$ cat config.mk
export PLATFORM = sky130hd
export DESIGN_NAME = accel_bus_rx
export DESIGN_NICKNAME = d
export VERILOG_FILES = /design/src/rtl/accel_bus_pkg.sv /design/src/rtl/accel_in_fifo.sv /design/src/rtl/accel_bus_rx.sv
export SDC_FILE = /design/constraint.sdc
export NUM_CORES = 1
export LEC_CHECK = 0
export CELL_PAD_IN_SITES_DETAIL_PLACEMENT = 0
export CELL_PAD_IN_SITES_GLOBAL_PLACEMENT = 1
export CORE_MARGIN = 2
export CORE_UTILIZATION = 54
export DETAILED_ROUTE_END_ITERATION = 8
export PLACE_DENSITY_LB_ADDON = 0.1
export SLEW_MARGIN = 20
export SYNTH_ARGS = -nofsm -noshare
export SYNTH_HDL_FRONTEND = slang
export SYNTH_SLANG_ARGS = --single-unit
$ cat constraint.sdc
create_clock -name clk -period 4.1 [get_ports clk]
set_input_delay 0.41 -clock clk [delete_from_list [all_inputs] [get_ports clk]]
set_output_delay 0.41 -clock clk [all_outputs]
set_load 0.02 [all_outputs]
$ cat src/rtl/accel_bus_pkg.sv
// accel_bus_pkg: shared FSM state type, header field layout and command addresses for accel_bus_rx.
package accel_bus_pkg;

    localparam int ADDR_W       = 3;
    localparam int HDR_ADDR_LSB = 13;

    typedef logic [ADDR_W-1:0] addr_t;

    localparam addr_t ADDR_STREAM = 3'd6;
    localparam addr_t ADDR_START  = 3'd7;

    typedef enum logic [1:0] {
        IDLE,
        CFG,
        STREAM,
        BUSY
    } state_e;

endpackage

$ cat src/rtl/accel_in_fifo.sv
// accel_in_fifo: synchronous operand FIFO with registered head, occupancy and full/empty.
//   push_i/din_i : write request and data (dropped when full unless popping in the same cycle)
//   pop_i        : read request (ignored when empty; head holds)
//   dout_o       : registered head word, empty_o/full_o/count_o : occupancy status
module accel_in_fifo #(
    parameter int  DATA_W = 16,
    parameter int  DEPTH  = 64,
    localparam int AW     = $clog2(DEPTH)
) (
    input  logic              clk,
    input  logic              rst_n,
    input  logic              push_i,
    input  logic [DATA_W-1:0] din_i,
    input  logic              pop_i,
    output logic [DATA_W-1:0] dout_o,
    output logic              empty_o,
    output logic              full_o,
    output logic [AW:0]       count_o
);

    logic [DATA_W-1:0] mem [DEPTH];
    logic [AW-1:0]     wr_q, rd_q, rd_nx;
    logic [AW:0]       cnt_q, cnt_d;
    logic [DATA_W-1:0] dout_q, dout_d;
    logic              push_ok, pop_ok;

    assign empty_o = cnt_q == '0;
    assign full_o  = cnt_q == (AW+1)'(DEPTH);
    assign pop_ok  = pop_i & ~empty_o;
    assign push_ok = push_i & (~full_o | pop_ok);
    assign rd_nx   = rd_q + 1'b1;
    assign cnt_d   = cnt_q + (AW+1)'(push_ok) - (AW+1)'(pop_ok);

    // The head is kept in a register: after a pop it becomes the next stored word,
    // or the word being pushed when the FIFO drains to that word in the same cycle.
    always_comb begin
        dout_d = dout_q;
        if (pop_ok)
            dout_d = (cnt_q > (AW+1)'(1)) ? mem[rd_nx] : (push_ok ? din_i : dout_q);
        else if (empty_o && push_ok)
            dout_d = din_i;
    end

    always_ff @(posedge clk)
        if (push_ok)
            mem[wr_q] <= din_i;

    always_ff @(posedge clk or negedge rst_n) begin
        if (!rst_n) begin
            wr_q   <= '0;
            rd_q   <= '0;
            cnt_q  <= '0;
            dout_q <= '0;
        end else begin
            wr_q   <= push_ok ? wr_q + 1'b1 : wr_q;
            rd_q   <= pop_ok ? rd_nx : rd_q;
            cnt_q  <= cnt_d;
            dout_q <= dout_d;
        end
    end

    assign dout_o  = dout_q;
    assign count_o = cnt_q;

endmodule

$ cat src/rtl/accel_bus_rx.sv
// accel_bus_rx: accelerator endpoint decoding the CPU write-only bus into config, operand FIFO and start.
//   bus_wr/bus_data/accel_en : CPU word stream (accepted = bus_wr & accel_en)
//   accel_done               : level, set after engine completes, cleared by next header
//   cfg_regs                 : NCFG config words, reg k at [k*DATA_W +: DATA_W]
//   eng_start/eng_done       : engine handshake pulses
//   fifo_rd/fifo_dout/fifo_empty/fifo_count : engine side of the operand FIFO
//   err_ovf/err_busy         : sticky drop flags, cleared by a start command
module accel_bus_rx
    import accel_bus_pkg::*;
#(
    parameter int DATA_W     = 16,
    parameter int NCFG       = 6,
    parameter int FIFO_DEPTH = 64,
    parameter int LEN_W      = 11
) (
    input  logic                       clk,
    input  logic                       rst_n,
    input  logic                       bus_wr,
    input  logic [DATA_W-1:0]          bus_data,
    input  logic                       accel_en,
    output logic                       accel_done,
    output logic [NCFG*DATA_W-1:0]     cfg_regs,
    output logic                       eng_start,
    input  logic                       eng_done,
    input  logic                       fifo_rd,
    output logic [DATA_W-1:0]          fifo_dout,
    output logic                       fifo_empty,
    output logic [$clog2(FIFO_DEPTH):0] fifo_count,
    output logic                       err_ovf,
    output logic                       err_busy
);

    localparam addr_t NCFG_A = ADDR_W'(NCFG);

    state_e                         state_q, state_d;
    logic   [LEN_W-1:0]             rem_q, rem_d;
    addr_t                          cfg_addr_q, cfg_addr_d;
    logic   [NCFG-1:0][DATA_W-1:0]  cfg_q;
    logic                           done_q, start_q, ovf_q, busy_q;
    logic                           acc, hdr, push, cfg_we, start, drop_busy, fifo_full;
    addr_t                          addr;
    logic   [LEN_W-1:0]             len;

    assign acc  = bus_wr & accel_en;
    assign addr = bus_data[HDR_ADDR_LSB +: ADDR_W];
    assign len  = bus_data[LEN_W-1:0];

    always_comb begin
        state_d    = state_q;
        rem_d      = rem_q;
        cfg_addr_d = cfg_addr_q;
        hdr        = 1'b0;
        push       = 1'b0;
        cfg_we     = 1'b0;
        start      = 1'b0;
        drop_busy  = 1'b0;
        unique case (state_q)
            IDLE: if (acc) begin
                hdr = 1'b1;
                if (addr < NCFG_A) begin
                    state_d    = CFG;
                    cfg_addr_d = addr;
                end else if (addr == ADDR_STREAM) begin
                    if (len != '0) begin
                        state_d = STREAM;
                        rem_d   = len;
                    end
                end else if (addr == ADDR_START) begin
                    state_d = BUSY;
                    start   = 1'b1;
                end
            end
            CFG: if (acc) begin
                cfg_we  = 1'b1;
                state_d = IDLE;
            end
            // Words dropped on overflow still count against the stream length.
            STREAM: if (acc) begin
                push    = 1'b1;
                rem_d   = rem_q - 1'b1;
                state_d = (rem_q == LEN_W'(1)) ? IDLE : STREAM;
            end
            // Completion is honoured even while the bus is gated off.
            BUSY: begin
                drop_busy = acc;
                state_d   = eng_done ? IDLE : BUSY;
            end
        endcase
    end

    always_ff @(posedge clk or negedge rst_n) begin
        if (!rst_n) begin
            state_q    <= IDLE;
            rem_q      <= '0;
            cfg_addr_q <= '0;
            cfg_q      <= '0;
            done_q     <= 1'b0;
            start_q    <= 1'b0;
            ovf_q      <= 1'b0;
            busy_q     <= 1'b0;
        end else begin
            state_q    <= state_d;
            rem_q      <= rem_d;
            cfg_addr_q <= cfg_addr_d;
            for (int k = 0; k < NCFG; k++)
                if (cfg_we && cfg_addr_q == ADDR_W'(k))
                    cfg_q[k] <= bus_data;
            done_q  <= hdr ? 1'b0 : ((state_q == BUSY && eng_done) ? 1'b1 : done_q);
            start_q <= start;
            ovf_q   <= start ? 1'b0 : ((push && fifo_full && !fifo_rd) ? 1'b1 : ovf_q);
            busy_q  <= start ? 1'b0 : (drop_busy ? 1'b1 : busy_q);
        end
    end

    accel_in_fifo #(
        .DATA_W(DATA_W),
        .DEPTH (FIFO_DEPTH)
    ) u_fifo (
        .clk    (clk),
        .rst_n  (rst_n),
        .push_i (push),
        .din_i  (bus_data),
        .pop_i  (fifo_rd),
        .dout_o (fifo_dout),
        .empty_o(fifo_empty),
        .full_o (fifo_full),
        .count_o(fifo_count)
    );

    assign accel_done = done_q;
    assign cfg_regs   = cfg_q;
    assign eng_start  = start_q;
    assign err_ovf    = ovf_q;
    assign err_busy   = busy_q;

endmodule

==> flow_summary.toml <==
[run_status]
status = "finished, violations left"
violations = "DRC"

[global_route]
grt_pass1_wl_um = 170000
antenna_found_initial = 6
grt.total_usage_pct = 27.2
overflow = 0
grt_max_degree = 86
grt_pass1_vias = 24000

[yosys]
synth.most_common_cell = "edfxtp_1"
synth.distinct_cells = 63
synthesis.area_um2 = 46000
synth_warnings = 0
async_flop_share_pct = 12.9
synth-simple-area-share_pct = 2.34
synth_common_cells = "edfxtp_1 (1024), mux4_2 (256), dfrtp_1 (151)"
synthTopCellsByArea = "edfxtp_1 (67%), mux4_2 (13%), dfrtp_1 (8.2%)"
synth_xor_area_share_pct = 0.324
ys_seq_area_share_pct = 75.1
synth_ff_type = "edfxtp_1"
synth_seq_cells = 1175
synth_enable_flop_cells = 1024
synth.net_count = 2276
synth_top_area_share_pct = 66.9
syn_area_per_cell_um2 = 20.6
synth_mux_area_share_pct = 15.3
synthCells = 2235
synthAdderAreaFrac_pct = 0.533
synth_top_family_by_area = "multiplexers"
yosysTopAreaCell = "edfxtp_1"
synth_compound_area_share_pct = 4.89

[sta]
finalClockSkew_ns = 0.0295
slew_violations = 0
tightest_slew_ns = 1.22
rsz0062_at_grt = "false"
fmax_mhz = 269
post-route-min-period_ns = 3.72
relSlewSlack_pct = 18.3
finalHoldViolCount = 0
setup_viol = 0
fin_crit_sh_pct = 90.8
finalSetupTns_ns = 0

[cts]
cts_max_level = 3
ctsResizeCount = 0
clockBufferDepth = 3
cts-root-buf = "clkbuf_16"
clk_latency_ns = 0.69
cts_tree = "done"
cts_buffers = 116
postCtsSetupBuffers = 0
clock-sinks = 1175
clkTransAtPathRegs_ns = 0.06
cts_hold_buf = 1

[worst_setup_path]
worstPathRequired_ns = 4.64
ff2ff_path_depth = 9
arrival_ns = 4.26
crit_path_max_fanout = 17
path_class = "reg -> reg"
startpoint_type = "flop"
end_kind = "flop"

[worst_hold_path]
hold_path_depth = 3
min_path_type = "in -> reg"

[layout]
drive_above_1_share_pct = 27.4
fin_area_um2 = 53400
fin_util_pct = 63.0
fillers = 5870
area_growth_pct = 16.1
nets = 2571

[routing]
drt_iter0_drc = 2578
routed_via_density = 6.29
wl_um = 116000
wl_per_cell_um = 30.8
drtAntennaViolNets = 0
drc = 6
drt-pass1-iter-count = 9
num_vias = 23700

[power_and_ir_drop]
p_total_w = 0.0397
ir_drop_uv = 627
leakage_nw = 18.3
p_per_area_nw_per_um2 = 743

[die]
io_pins = 146
chipHeight_um = 296
num_rows = 107
core_um2 = 84700
die_w_um = 296
start_util_pct = 54.2
dieArea_um2 = 87500

[placed_design]
place_area_um2 = 49500
routabilityCongestion = 0.874
dp_hpwl_um = 70700
portBuffers = 145

[job]
drv_cap = 0
final cells by class:
type	count	area (µm²)	area share (%)
flip-flops and latches	1175	34500	64.7
multi-input cells	913	10800	20.2
clock buffers	144	3140	5.88
repair buffers	305	2690	5.05
well taps	1144	1430	2.68
clock inverters	72	729	1.37
inverters	19	71.3	0.134
diodes	4	10.0	0.0187
metal layers:
metal	vias to the layer above	routed length [µm]	GRT usage, %
met5	-	0	0
met4	0	3240	8.57
met3	169	9210	4.92
met2	1064	56500	43.4
met1	12700	47300	38.6
li1	9852	-	-
critical path, cell delays in order (launching register included):
cell and delay, ns:
dfrtp_4 0.56, ha_4 0.53, buf_4 0.38, buf_4 0.23, mux4_2 0.32, a22o_1 0.25, a211o_1 0.30, a222oi_1 0.71
buf_4 0.22, a31oi_1 0.07
power by group:
| group | internal [W] | switching, W | total, W |
|---|---|---|---|
| clock | 0.00630 | 0.00444 | 0.0107 |
| combinational | 0.00650 | 0.00823 | 0.0147 |
| sequential | 0.0137 | 0.000521 | 0.0142 |
cells in the final DEF, fill, tap and decap left out, drive strengths merged, types with 15 or more instances in the layout:
cell type,netlist,routed
a2111o,15,15
a211o,32,32
a21boi,64,64
a21o,16,16
a222oi,16,16
a22o,34,34
a22oi,34,34
a31oi,20,20
and2,18,18
buf,67,176
clkbuf,61,144
clkdlybuf4s50,0,128
clkinv,0,47
dfrtp,151,151
edfxtp,1024,1024
ha,18,18
inv,19,25
mux2,96,96
mux2i,18,18
mux4,256,256
nand2,23,23
nand2b,18,18
nor2,108,108
o21ai,21,21
kinds of logic (layout without fill, tap and decap cells):
logic type,after synthesis,count (layout)
AND/OR/NAND/NOR,221,221
buffers and inverters,147,540
AO/OA/AOI/OAI,286,286
other,0,4
flip-flops,1175,1175
multiplexers,370,370
XOR/XNOR,17,17
adder cells (fa/ha/maj),19,19
worst paths after layout:
path	slack, ns	start	end
worst min register to register	0.48	cfg_regs[77]	cfg_regs[77]
min in group asynchronous	0.37	rst_n	cfg_regs[18]
worst max-delay path	0.38	u_fifo.rd_q[0]	u_fifo.dout_o[0]
worst max register to register	0.38	u_fifo.rd_q[0]	u_fifo.dout_o[0]
max in group asynchronous	2.75	rst_n	u_fifo.dout_o[1]
worst min-delay path	0.20	bus_data[14]	state_q[0]
state kept, by name, summed over array words and instances, names as in the netlist:
register and flops:
accel_done 1, cfg_addr_q 3, cfg_regs 96, eng_start 1
err_busy 1, err_ovf 1, rem_q 11, state_q 2
u_fifo.count_o 7, u_fifo.dout_o 16, u_fifo.mem 1024, u_fifo.rd_q 6
u_fifo.wr_q 6
per-stage QoR:
stage	hold WS, ns	cells	setup slack, ns
CTS	0.152	3772	0.396
global placement	0.466	3555	0.445
finish	0.195	3776	0.378
global route	0.198	3773	0.298
floorplan	0.114	2235	0.737
detailed placement	0.475	3555	0.416
(Power assumes the default switching activity.)
